<file path="src/rtl/cache_refill_if.sv">
// rtl/cache_refill_if.sv - miss request, memory read/return and storage-table write signals of the refill engine
interface cache_refill_if #(
    parameter int NUM_WAY        = 2,
    parameter int BYTES_PER_LINE = 16,
    parameter int NUM_LINE       = 256
);
    localparam int OFFSET_WIDTH   = $clog2(BYTES_PER_LINE);
    localparam int INDEX_WIDTH    = $clog2(NUM_LINE);
    localparam int TAG_WIDTH      = 32 - OFFSET_WIDTH - INDEX_WIDTH;
    localparam int WORDS_PER_LINE = BYTES_PER_LINE / 4;
    localparam int BANK_NUM_WIDTH = $clog2(WORDS_PER_LINE);

    // miss request from the cache controller
    logic                      req_valid;
    logic                      req_ready;
    logic [31:0]               req_addr;
    logic [NUM_WAY-1:0]        req_way;
    logic                      req_store;
    logic [31:0]               req_wdata;
    logic [3:0]                req_wstrb;

    // line read request and return channel of the bus bridge
    logic                      rd_req;
    logic                      rd_rdy;
    logic [31:0]               rd_addr;
    logic                      ret_valid;
    logic                      ret_last;
    logic [31:0]               ret_data;

    // cache storage table write side
    logic                      write;
    logic [NUM_WAY-1:0]        write_way;
    logic [INDEX_WIDTH-1:0]    write_index;
    logic [BANK_NUM_WIDTH-1:0] write_bank_num;
    logic [31:0]               write_data;
    logic [3:0]                write_strb;
    logic [NUM_WAY-1:0]        tag_v_write_way;
    logic [TAG_WIDTH-1:0]      tag_write;
    logic                      v_write;
    logic [NUM_WAY-1:0]        d_write_way;
    logic                      d_write;

    // status
    logic                      done;
    logic [31:0]               resp_data;
    logic                      busy;
    logic                      proto_err;

    // refill engine side
    modport master (
        input  req_valid, req_addr, req_way, req_store, req_wdata, req_wstrb,
        input  rd_rdy, ret_valid, ret_last, ret_data,
        output req_ready, rd_req, rd_addr,
        output write, write_way, write_index, write_bank_num, write_data, write_strb,
        output tag_v_write_way, tag_write, v_write, d_write_way, d_write,
        output done, resp_data, busy, proto_err
    );

    // controller / bridge / storage side
    modport slave (
        output req_valid, req_addr, req_way, req_store, req_wdata, req_wstrb,
        output rd_rdy, ret_valid, ret_last, ret_data,
        input  req_ready, rd_req, rd_addr,
        input  write, write_way, write_index, write_bank_num, write_data, write_strb,
        input  tag_v_write_way, tag_write, v_write, d_write_way, d_write,
        input  done, resp_data, busy, proto_err
    );
endinterface

</file>
<file path="src/rtl/cache_refill.sv">
// rtl/cache_refill.sv - cache line-fill engine with store merge into the refilled line
module cache_refill #(
    parameter int NUM_WAY        = 2,
    parameter int BYTES_PER_LINE = 16,
    parameter int NUM_LINE       = 256
) (
    input  logic                 clk,
    input  logic                 resetn,
    cache_refill_if.master       bus
);
    localparam int OFFSET_WIDTH   = $clog2(BYTES_PER_LINE);
    localparam int INDEX_WIDTH    = $clog2(NUM_LINE);
    localparam int TAG_WIDTH      = 32 - OFFSET_WIDTH - INDEX_WIDTH;
    localparam int WORDS_PER_LINE = BYTES_PER_LINE / 4;
    localparam int BANK_NUM_WIDTH = $clog2(WORDS_PER_LINE);

    typedef enum logic [1:0] {IDLE, REQ, RECV, DONE} state_t;

    state_t                    state, state_nxt;
    logic [TAG_WIDTH-1:0]      cap_tag;
    logic [INDEX_WIDTH-1:0]    cap_index;
    logic [BANK_NUM_WIDTH-1:0] cap_word;
    logic [NUM_WAY-1:0]        cap_way;
    logic                      cap_store;
    logic [31:0]               cap_wdata;
    logic [3:0]                cap_wstrb;
    logic [BANK_NUM_WIDTH-1:0] beat_cnt;
    logic [31:0]               resp_q;
    logic                      err_q;

    logic                      accept;
    logic                      beat;
    logic                      last_word;
    logic                      merge_hit;
    logic [31:0]               byte_mask;

    assign accept    = bus.req_valid && (state == IDLE);
    assign beat      = (state == RECV) && bus.ret_valid;
    assign last_word = (beat_cnt == BANK_NUM_WIDTH'(WORDS_PER_LINE - 1));
    assign merge_hit = cap_store && (beat_cnt == cap_word);

    // state register
    always_ff @(posedge clk or negedge resetn) begin
        if (!resetn) state <= IDLE;
        else         state <= state_nxt;
    end

    // next-state: request, wait for bridge, collect beats until ret_last, pulse done
    always_comb begin
        state_nxt = state;
        case (state)
            IDLE: if (bus.req_valid)                  state_nxt = REQ;
            REQ:  if (bus.rd_rdy)                     state_nxt = RECV;
            RECV: if (bus.ret_valid && bus.ret_last)  state_nxt = DONE;
            DONE:                                     state_nxt = IDLE;
            default:                                  state_nxt = IDLE;
        endcase
    end

    // capture the miss on acceptance and advance the beat counter per returned word
    always_ff @(posedge clk or negedge resetn) begin
        if (!resetn) begin
            cap_tag   <= '0;
            cap_index <= '0;
            cap_word  <= '0;
            cap_way   <= '0;
            cap_store <= 1'b0;
            cap_wdata <= '0;
            cap_wstrb <= '0;
            beat_cnt  <= '0;
        end else if (accept) begin
            cap_tag   <= bus.req_addr[31 -: TAG_WIDTH];
            cap_index <= bus.req_addr[OFFSET_WIDTH +: INDEX_WIDTH];
            cap_word  <= bus.req_addr[OFFSET_WIDTH-1:2];
            cap_way   <= bus.req_way;
            cap_store <= bus.req_store;
            cap_wdata <= bus.req_wdata;
            cap_wstrb <= bus.req_wstrb;
            beat_cnt  <= '0;
        end else if (beat) begin
            beat_cnt  <= beat_cnt + 1'b1;
        end
    end

    // keep the raw memory word of the requested offset and flag beat-count violations
    always_ff @(posedge clk or negedge resetn) begin
        if (!resetn) begin
            resp_q <= '0;
            err_q  <= 1'b0;
        end else begin
            if (beat && (beat_cnt == cap_word)) resp_q <= bus.ret_data;
            // early ret_last, or the counter wrapping without ret_last
            if (beat && (bus.ret_last != last_word)) err_q <= 1'b1;
        end
    end

    // expand the store byte enables to a bit mask
    always_comb begin
        byte_mask = '0;
        for (int b = 0; b < 4; b++) byte_mask[8*b +: 8] = {8{cap_wstrb[b]}};
    end

    // storage-table write side; tag/valid/dirty selects only fire on the final beat
    always_comb begin
        bus.write           = beat;
        bus.write_way       = cap_way;
        bus.write_index     = cap_index;
        bus.write_bank_num  = beat_cnt;
        bus.write_data      = merge_hit ? ((bus.ret_data & ~byte_mask) | (cap_wdata & byte_mask))
                                        : bus.ret_data;
        bus.write_strb      = 4'hf;
        bus.tag_v_write_way = (beat && bus.ret_last) ? cap_way : '0;
        bus.d_write_way     = (beat && bus.ret_last) ? cap_way : '0;
        bus.tag_write       = cap_tag;
        bus.v_write         = 1'b1;
        bus.d_write         = cap_store;
    end

    assign bus.req_ready = (state == IDLE);
    assign bus.rd_req    = (state == REQ);
    assign bus.rd_addr   = {cap_tag, cap_index, {OFFSET_WIDTH{1'b0}}};
    assign bus.done      = (state == DONE);
    assign bus.busy      = (state != IDLE);
    assign bus.resp_data = resp_q;
    assign bus.proto_err = err_q;
endmodule
</file>
<file path="src/flat_wrapper.sv">
// flat-port wrapper written by rule: the top's interface ports become plain ports
module cache_refill_flat 
#(
    parameter int NUM_WAY        = 2,
    parameter int BYTES_PER_LINE = 16,
    parameter int NUM_LINE       = 256
)
  (clk, resetn, bus_req_valid, bus_req_addr, bus_req_way, bus_req_store, bus_req_wdata, bus_req_wstrb, bus_rd_rdy, bus_ret_valid, bus_ret_last, bus_ret_data, bus_req_ready, bus_rd_req, bus_rd_addr, bus_write, bus_write_way, bus_write_index, bus_write_bank_num, bus_write_data, bus_write_strb, bus_tag_v_write_way, bus_tag_write, bus_v_write, bus_d_write_way, bus_d_write, bus_done, bus_resp_data, bus_busy, bus_proto_err);
  cache_refill_if #(.NUM_WAY(NUM_WAY), .BYTES_PER_LINE(BYTES_PER_LINE), .NUM_LINE(NUM_LINE)) bus_i ();
  input  logic clk;
  input  logic resetn;
  input wire logic [$bits(bus_i.req_valid)-1:0] bus_req_valid;
  input wire logic [$bits(bus_i.req_addr)-1:0] bus_req_addr;
  input wire logic [$bits(bus_i.req_way)-1:0] bus_req_way;
  input wire logic [$bits(bus_i.req_store)-1:0] bus_req_store;
  input wire logic [$bits(bus_i.req_wdata)-1:0] bus_req_wdata;
  input wire logic [$bits(bus_i.req_wstrb)-1:0] bus_req_wstrb;
  input wire logic [$bits(bus_i.rd_rdy)-1:0] bus_rd_rdy;
  input wire logic [$bits(bus_i.ret_valid)-1:0] bus_ret_valid;
  input wire logic [$bits(bus_i.ret_last)-1:0] bus_ret_last;
  input wire logic [$bits(bus_i.ret_data)-1:0] bus_ret_data;
  output wire logic [$bits(bus_i.req_ready)-1:0] bus_req_ready;
  output wire logic [$bits(bus_i.rd_req)-1:0] bus_rd_req;
  output wire logic [$bits(bus_i.rd_addr)-1:0] bus_rd_addr;
  output wire logic [$bits(bus_i.write)-1:0] bus_write;
  output wire logic [$bits(bus_i.write_way)-1:0] bus_write_way;
  output wire logic [$bits(bus_i.write_index)-1:0] bus_write_index;
  output wire logic [$bits(bus_i.write_bank_num)-1:0] bus_write_bank_num;
  output wire logic [$bits(bus_i.write_data)-1:0] bus_write_data;
  output wire logic [$bits(bus_i.write_strb)-1:0] bus_write_strb;
  output wire logic [$bits(bus_i.tag_v_write_way)-1:0] bus_tag_v_write_way;
  output wire logic [$bits(bus_i.tag_write)-1:0] bus_tag_write;
  output wire logic [$bits(bus_i.v_write)-1:0] bus_v_write;
  output wire logic [$bits(bus_i.d_write_way)-1:0] bus_d_write_way;
  output wire logic [$bits(bus_i.d_write)-1:0] bus_d_write;
  output wire logic [$bits(bus_i.done)-1:0] bus_done;
  output wire logic [$bits(bus_i.resp_data)-1:0] bus_resp_data;
  output wire logic [$bits(bus_i.busy)-1:0] bus_busy;
  output wire logic [$bits(bus_i.proto_err)-1:0] bus_proto_err;
  assign bus_i.req_valid = bus_req_valid;
  assign bus_i.req_addr = bus_req_addr;
  assign bus_i.req_way = bus_req_way;
  assign bus_i.req_store = bus_req_store;
  assign bus_i.req_wdata = bus_req_wdata;
  assign bus_i.req_wstrb = bus_req_wstrb;
  assign bus_i.rd_rdy = bus_rd_rdy;
  assign bus_i.ret_valid = bus_ret_valid;
  assign bus_i.ret_last = bus_ret_last;
  assign bus_i.ret_data = bus_ret_data;
  assign bus_req_ready = bus_i.req_ready;
  assign bus_rd_req = bus_i.rd_req;
  assign bus_rd_addr = bus_i.rd_addr;
  assign bus_write = bus_i.write;
  assign bus_write_way = bus_i.write_way;
  assign bus_write_index = bus_i.write_index;
  assign bus_write_bank_num = bus_i.write_bank_num;
  assign bus_write_data = bus_i.write_data;
  assign bus_write_strb = bus_i.write_strb;
  assign bus_tag_v_write_way = bus_i.tag_v_write_way;
  assign bus_tag_write = bus_i.tag_write;
  assign bus_v_write = bus_i.v_write;
  assign bus_d_write_way = bus_i.d_write_way;
  assign bus_d_write = bus_i.d_write;
  assign bus_done = bus_i.done;
  assign bus_resp_data = bus_i.resp_data;
  assign bus_busy = bus_i.busy;
  assign bus_proto_err = bus_i.proto_err;
  cache_refill #(.NUM_WAY(NUM_WAY), .BYTES_PER_LINE(BYTES_PER_LINE), .NUM_LINE(NUM_LINE)) u_core (.clk(clk), .resetn(resetn), .bus(bus_i));
endmodule
</file>
<file path="config.mk">
export PLATFORM = sky130hd
export DESIGN_NAME = cache_refill_flat
export DESIGN_NICKNAME = d
export VERILOG_FILES = /design/src/rtl/cache_refill_if.sv /design/src/rtl/cache_refill.sv /design/src/flat_wrapper.sv
export SDC_FILE = /design/constraint.sdc
export NUM_CORES = 1
export LEC_CHECK = 0
export ABC_CLOCK_PERIOD_IN_PS = 2200
export CELL_PAD_IN_SITES_DETAIL_PLACEMENT = 1
export CELL_PAD_IN_SITES_GLOBAL_PLACEMENT = 1
export CORE_MARGIN = 2
export CORE_UTILIZATION = 28
export DETAILED_ROUTE_END_ITERATION = 10
export PLACE_DENSITY = 0.87
export SYNTH_ARGS = -nofsm -noshare
export SYNTH_HDL_FRONTEND = slang
export SYNTH_SLANG_ARGS = --single-unit
</file>
<file path="constraint.sdc">
create_clock -name clk -period 2.2 [get_ports clk]
set_clock_uncertainty 0.2 [all_clocks]
set_input_delay 0.66 -clock clk [delete_from_list [all_inputs] [get_ports clk]]
set_output_delay 0.66 -clock clk [all_outputs]
set_load 0.05 [all_outputs]
</file>
Yosys cells after proc, flatten, opt, wreduce, memory -nomap -nowiden. Index checks and enable logic that the tools add are counted.

Word-level logic and storage cells: 44. Register bits after elaboration: 106.

Eq/ne operators: 9. Reduce and logical (&&, ||, !) cells: 11. Add/sub/neg operators: 1. Bitwise operators: 4. Multiplexer cells: 8.

Operator list (count): $and 32x32->32 (2); $mux 32 (1); $not 32->32 (1); $or 32x32->32 (1); $mux 2 (6); $pmux 2 s4 (1); $logic_and 1x1->1 (7); $eq 2x2->1 const B (3); $ne 2x2->1 const B (3); $reduce_bool 2->1 (2); $reduce_and 3->1 (1); $add 2x1->2 const B (1); $eq 2x1->1 const B (1); $eq 2x2->1 (1); $logic_not 2->1 (1); $ne 1x1->1 (1).

Longest topological paths before layout.
Word-level depth: 4. Mapped depth: 6. Mapped depth without buffers: 5.

Least setup slack after synthesis. OpenSTA, ideal clock, no wires.

Kind: register -> output. Start: register u_core.beat_cnt[1] (netlist: u_core.bus.write_bank_num[1]). End: output bus_write_data[0]. Setup slack: -0.570 ns. Cell stages (with the launch flop): 4. Data required time: 1.340 ns. Data arrival time: 1.910 ns. Buffers on the path: 0. Cells stage by stage: dfrtp_1 > xor2_2 > nor3_2 > mux2_2.

Longest elaborated chain between the ends: 3.

RTL lines: start, declared (line cache_refill.sv:27) `logic [BANK_NUM_WIDTH-1:0] beat_cnt;`; start signal, assigned (line cache_refill.sv:81) `beat_cnt <= beat_cnt + 1'b1;`; $eq 2x2->1 (line cache_refill.sv:40) `assign merge_hit = cap_store && (beat_cnt == cap_word);`; $logic_and 1x1->1 (line cache_refill.sv:40); $mux 32 (line cache_refill.sv:109) `bus.write_data = merge_hit ? ((bus.ret_data & ~byte_mask) | (cap_wdata & byte_mask))`; end, declared (line flat_wrapper.sv:29) `output wire logic [$bits(bus_i.write_data)-1:0] bus_write_data;`.

Every way passes these cells.

Final worst setup path.
Start: register u_core.beat_cnt[0] (netlist: u_core.bus.write_bank_num[0]). End: output bus_write_data[22].

The elaborated chain is that of the path after synthesis.

==> flow_metrics.env <==
export IMPL_outcome="complete, but fails checks"
export IMPL_violations="negative setup slack"
export IMPL_drive_above_1_share_pct=59.4
export IMPL_endpoint="bus_write_data[22]"
export IMPL_overflow=0
export IMPL_syn_inst=330
export IMPL_first_iter_violations=73
export IMPL_post_route_min_period_ns=2.82
export IMPL_min_path_type="primary input to asynchronous set/reset pin"
export IMPL_die_area_mm2=0.0184
export IMPL_yosys_warnings=0
export IMPL_crit_start="u_core.bus.write_bank_num[0]"
export IMPL_final_common_cell="buf_4"
export IMPL_vias=3567
export IMPL_fill_cells=1689
export IMPL_ctsHtreeMaxLevel=3
export IMPL_ys_ff_latch=106
export IMPL_fin_nets=687
export IMPL_cp_start_kind="flip-flop"
export IMPL_start_util_pct=28.4
export IMPL_fin_crit_sh_pct=128
export IMPL_clockBufferDepth=2
export IMPL_hpwl_mm=11.5
export IMPL_design_area_mm2=0.00831
export IMPL_maxSlewViolCount=0
export IMPL_io_buffers=241
export IMPL_wl_mm=15.4
export IMPL_rrSetupSlack_ns=0.10
export IMPL_avgSynthCellArea_um2=14.7
export IMPL_rows=48
export IMPL_r2r_end="u_core.state[1]"
export IMPL_final_antenna_net_count=0
export IMPL_viasPerCell=4.45
export IMPL_worst_setup_path_type="flip-flop to output port"
export IMPL_placed_area_mm2=0.00764
export IMPL_synth_simple_gate_area_share_pct=2.21
export IMPL_ctsHoldBuffers=0
export IMPL_regToRegStartpoint="u_core.state[0]"
export IMPL_p_per_area_mw_per_mm2=1800
export IMPL_yosysSeqAreaShare_pct=54.6
export IMPL_end_kind="output port"
export IMPL_final_cell_mix="111 x buf_4, 103 x clkdlybuf4s50_1, 102 x dfrtp_1, 96 x mux2_2"
export IMPL_synth_xor_area_share_pct=1.03
export IMPL_setup_violations_final=39
export IMPL_synth_area_leaders="dfrtp_1 55%, mux2_2 30%, buf_4 6.0%"
export IMPL_synth_top_area_share_pct=54.6
export IMPL_gp_congestion=0.749
export IMPL_crit_required_ns=1.34
export IMPL_drv_cap=0
export IMPL_clk_pin_slew_ns=0.08
export IMPL_p_leak_nw=3.73
export IMPL_rsz0062_at_grt="true"
export IMPL_antenna_found_initial=0
export IMPL_wire_per_inst_um=19.3
export IMPL_synth_area_mm2=0.00486
export IMPL_p_total_mw=14.9
export IMPL_die_w_um=136
export IMPL_grt_max_degree=46
export IMPL_drc=0
export IMPL_boundaryPins=253
export IMPL_cts_sinks=106
export IMPL_cts_tree="built"
export IMPL_synth_cell_types=22
export IMPL_grtUsageTotal_pct=15.7
export IMPL_pre_cts_slack_ns=-0.320
export IMPL_synth_top_family_by_area="multiplexers"
export IMPL_synthMuxAreaShare_pct=31.9
export IMPL_fin_setup_tns_ns=-19.99
export IMPL_ir_worst_vdd_v=0.00113
export IMPL_clock_latency_ns=0.34
export IMPL_grt_pass1_wl_mm=21.9
export IMPL_cts_root_buf="clkbuf_16"
export IMPL_synth_compound_area_share_pct=0.566
export IMPL_synth_area_leader_cell="dfrtp_1"
export IMPL_synth_adder_area_share_pct=1.80
export IMPL_layout_setup_ws_ns=-0.622
export IMPL_path_max_fanout=8
export IMPL_grt_pass1_vias=4051
export IMPL_timing_fmax_ghz=0.354
export IMPL_area_growth_pct=71.0
export IMPL_dieHeight_um=136
export IMPL_arrival_ns=1.96
export IMPL_core_area_mm2=0.0171
export IMPL_final_hold_viol_count=0
export IMPL_cts_buffers_inserted=9
export IMPL_first_pass_iters=4
export IMPL_holdWs_ns=0.0940
export IMPL_r2r_worst_path_cells=6
export IMPL_diodes=0
per-stage QoR:
| stage | util, % | cells |
|---|---|---|
| floorplan | - | 337 |
| global placement | 44.6 | 778 |
| detailed placement | 44.6 | 778 |
| CTS | 47.8 | 796 |
| global route | 48.6 | 801 |
| finish | 48.6 | 801 |
worst min-delay path by stage:
stage | end | from
floorplan | u_core.bus.d_write | resetn
global placement | u_core.bus.proto_err | u_core.bus.proto_err
detailed placement | u_core.bus.proto_err | u_core.bus.proto_err
CTS | u_core.bus.proto_err | resetn
global route | u_core.bus.tag_write[11] | resetn
finish | u_core.bus.proto_err | resetn
what timing repair did:
| item | in CTS | in global routing |
|---|---|---|
| pin swaps | 4 | 4 |
| setup endpoints to repair | 39 | 40 |
| setup buffers | 2 | 6 |
| gates resized for setup | 56 | 20 |
cell families after synthesis:
family	after synthesis
compound gates	4
xor+xnor	4
fa+ha+maj	7
buf+inv	55
flops	106
mux	136
other cells	2
simple gates	16
metal layers:
metal  share of wire (%)  GRT usage (%)  wire, um  vias to the layer above
met5                   0              0         0                        -
met4                 2.2           5.84       332                        0
met3                 6.9           4.30      1060                       26
met2                  57           31.2      8800                      162
met1                  34           15.3      5230                     1797
li1                    -              -         -                     1582
power by group:
| group | internal (mW) | total [mW] | leakage, nW | switching [mW] |
|---|---|---|---|---|
| registers | 2.95 | 3.69 | 1.26 | 0.737 |
| logic | 3.79 | 9.47 | 2.32 | 5.68 |
| clock network | 1.03 | 1.77 | 0.159 | 0.740 |
sequential cells by signal (all words and copies together) (netlist names):
signal / cells
u_core.bus.d_write: 1
u_core.bus.proto_err: 1
u_core.bus.resp_data: 32
u_core.bus.tag_write: 20
u_core.bus.write_bank_num: 2
u_core.bus.write_index: 8
u_core.bus.write_way: 2
u_core.cap_wdata: 32
u_core.cap_word: 2
u_core.cap_wstrb: 4
u_core.state: 2
cells in the mapped netlist (all sizes together):
library cell / n
a21oi: 2
a222oi: 1
and4: 2
buf: 49
conb: 2
dfrtp: 106
ha: 7
inv: 6
mux2: 134
mux2i: 2
nand2: 8
nor2: 1
nor3: 5
o21bai: 1
xnor2: 1
xor2: 3
worst max-delay path: stages, from the launching register on:
cell	delay [ns]
dfrtp_4	0.51
xor2_4	0.21
nor3_4	0.24
buf_12	0.18
mux2_4	0.32
buf_8	0.15
final cells by class:
type                            instances  area [um2]  area share, %
Tap cell                              225         282           3.39
Clock buffer                           10         239           2.87
Clock inverter                          6        90.1           1.08
Timing Repair Buffer                  272        2910           35.1
Sequential cell                       106        2660           32.0
Multi-Input combinational cell        176        2100           25.3
Inverter                                6        27.5          0.331
No activity file was read; power rests on OpenSTA's default activity.
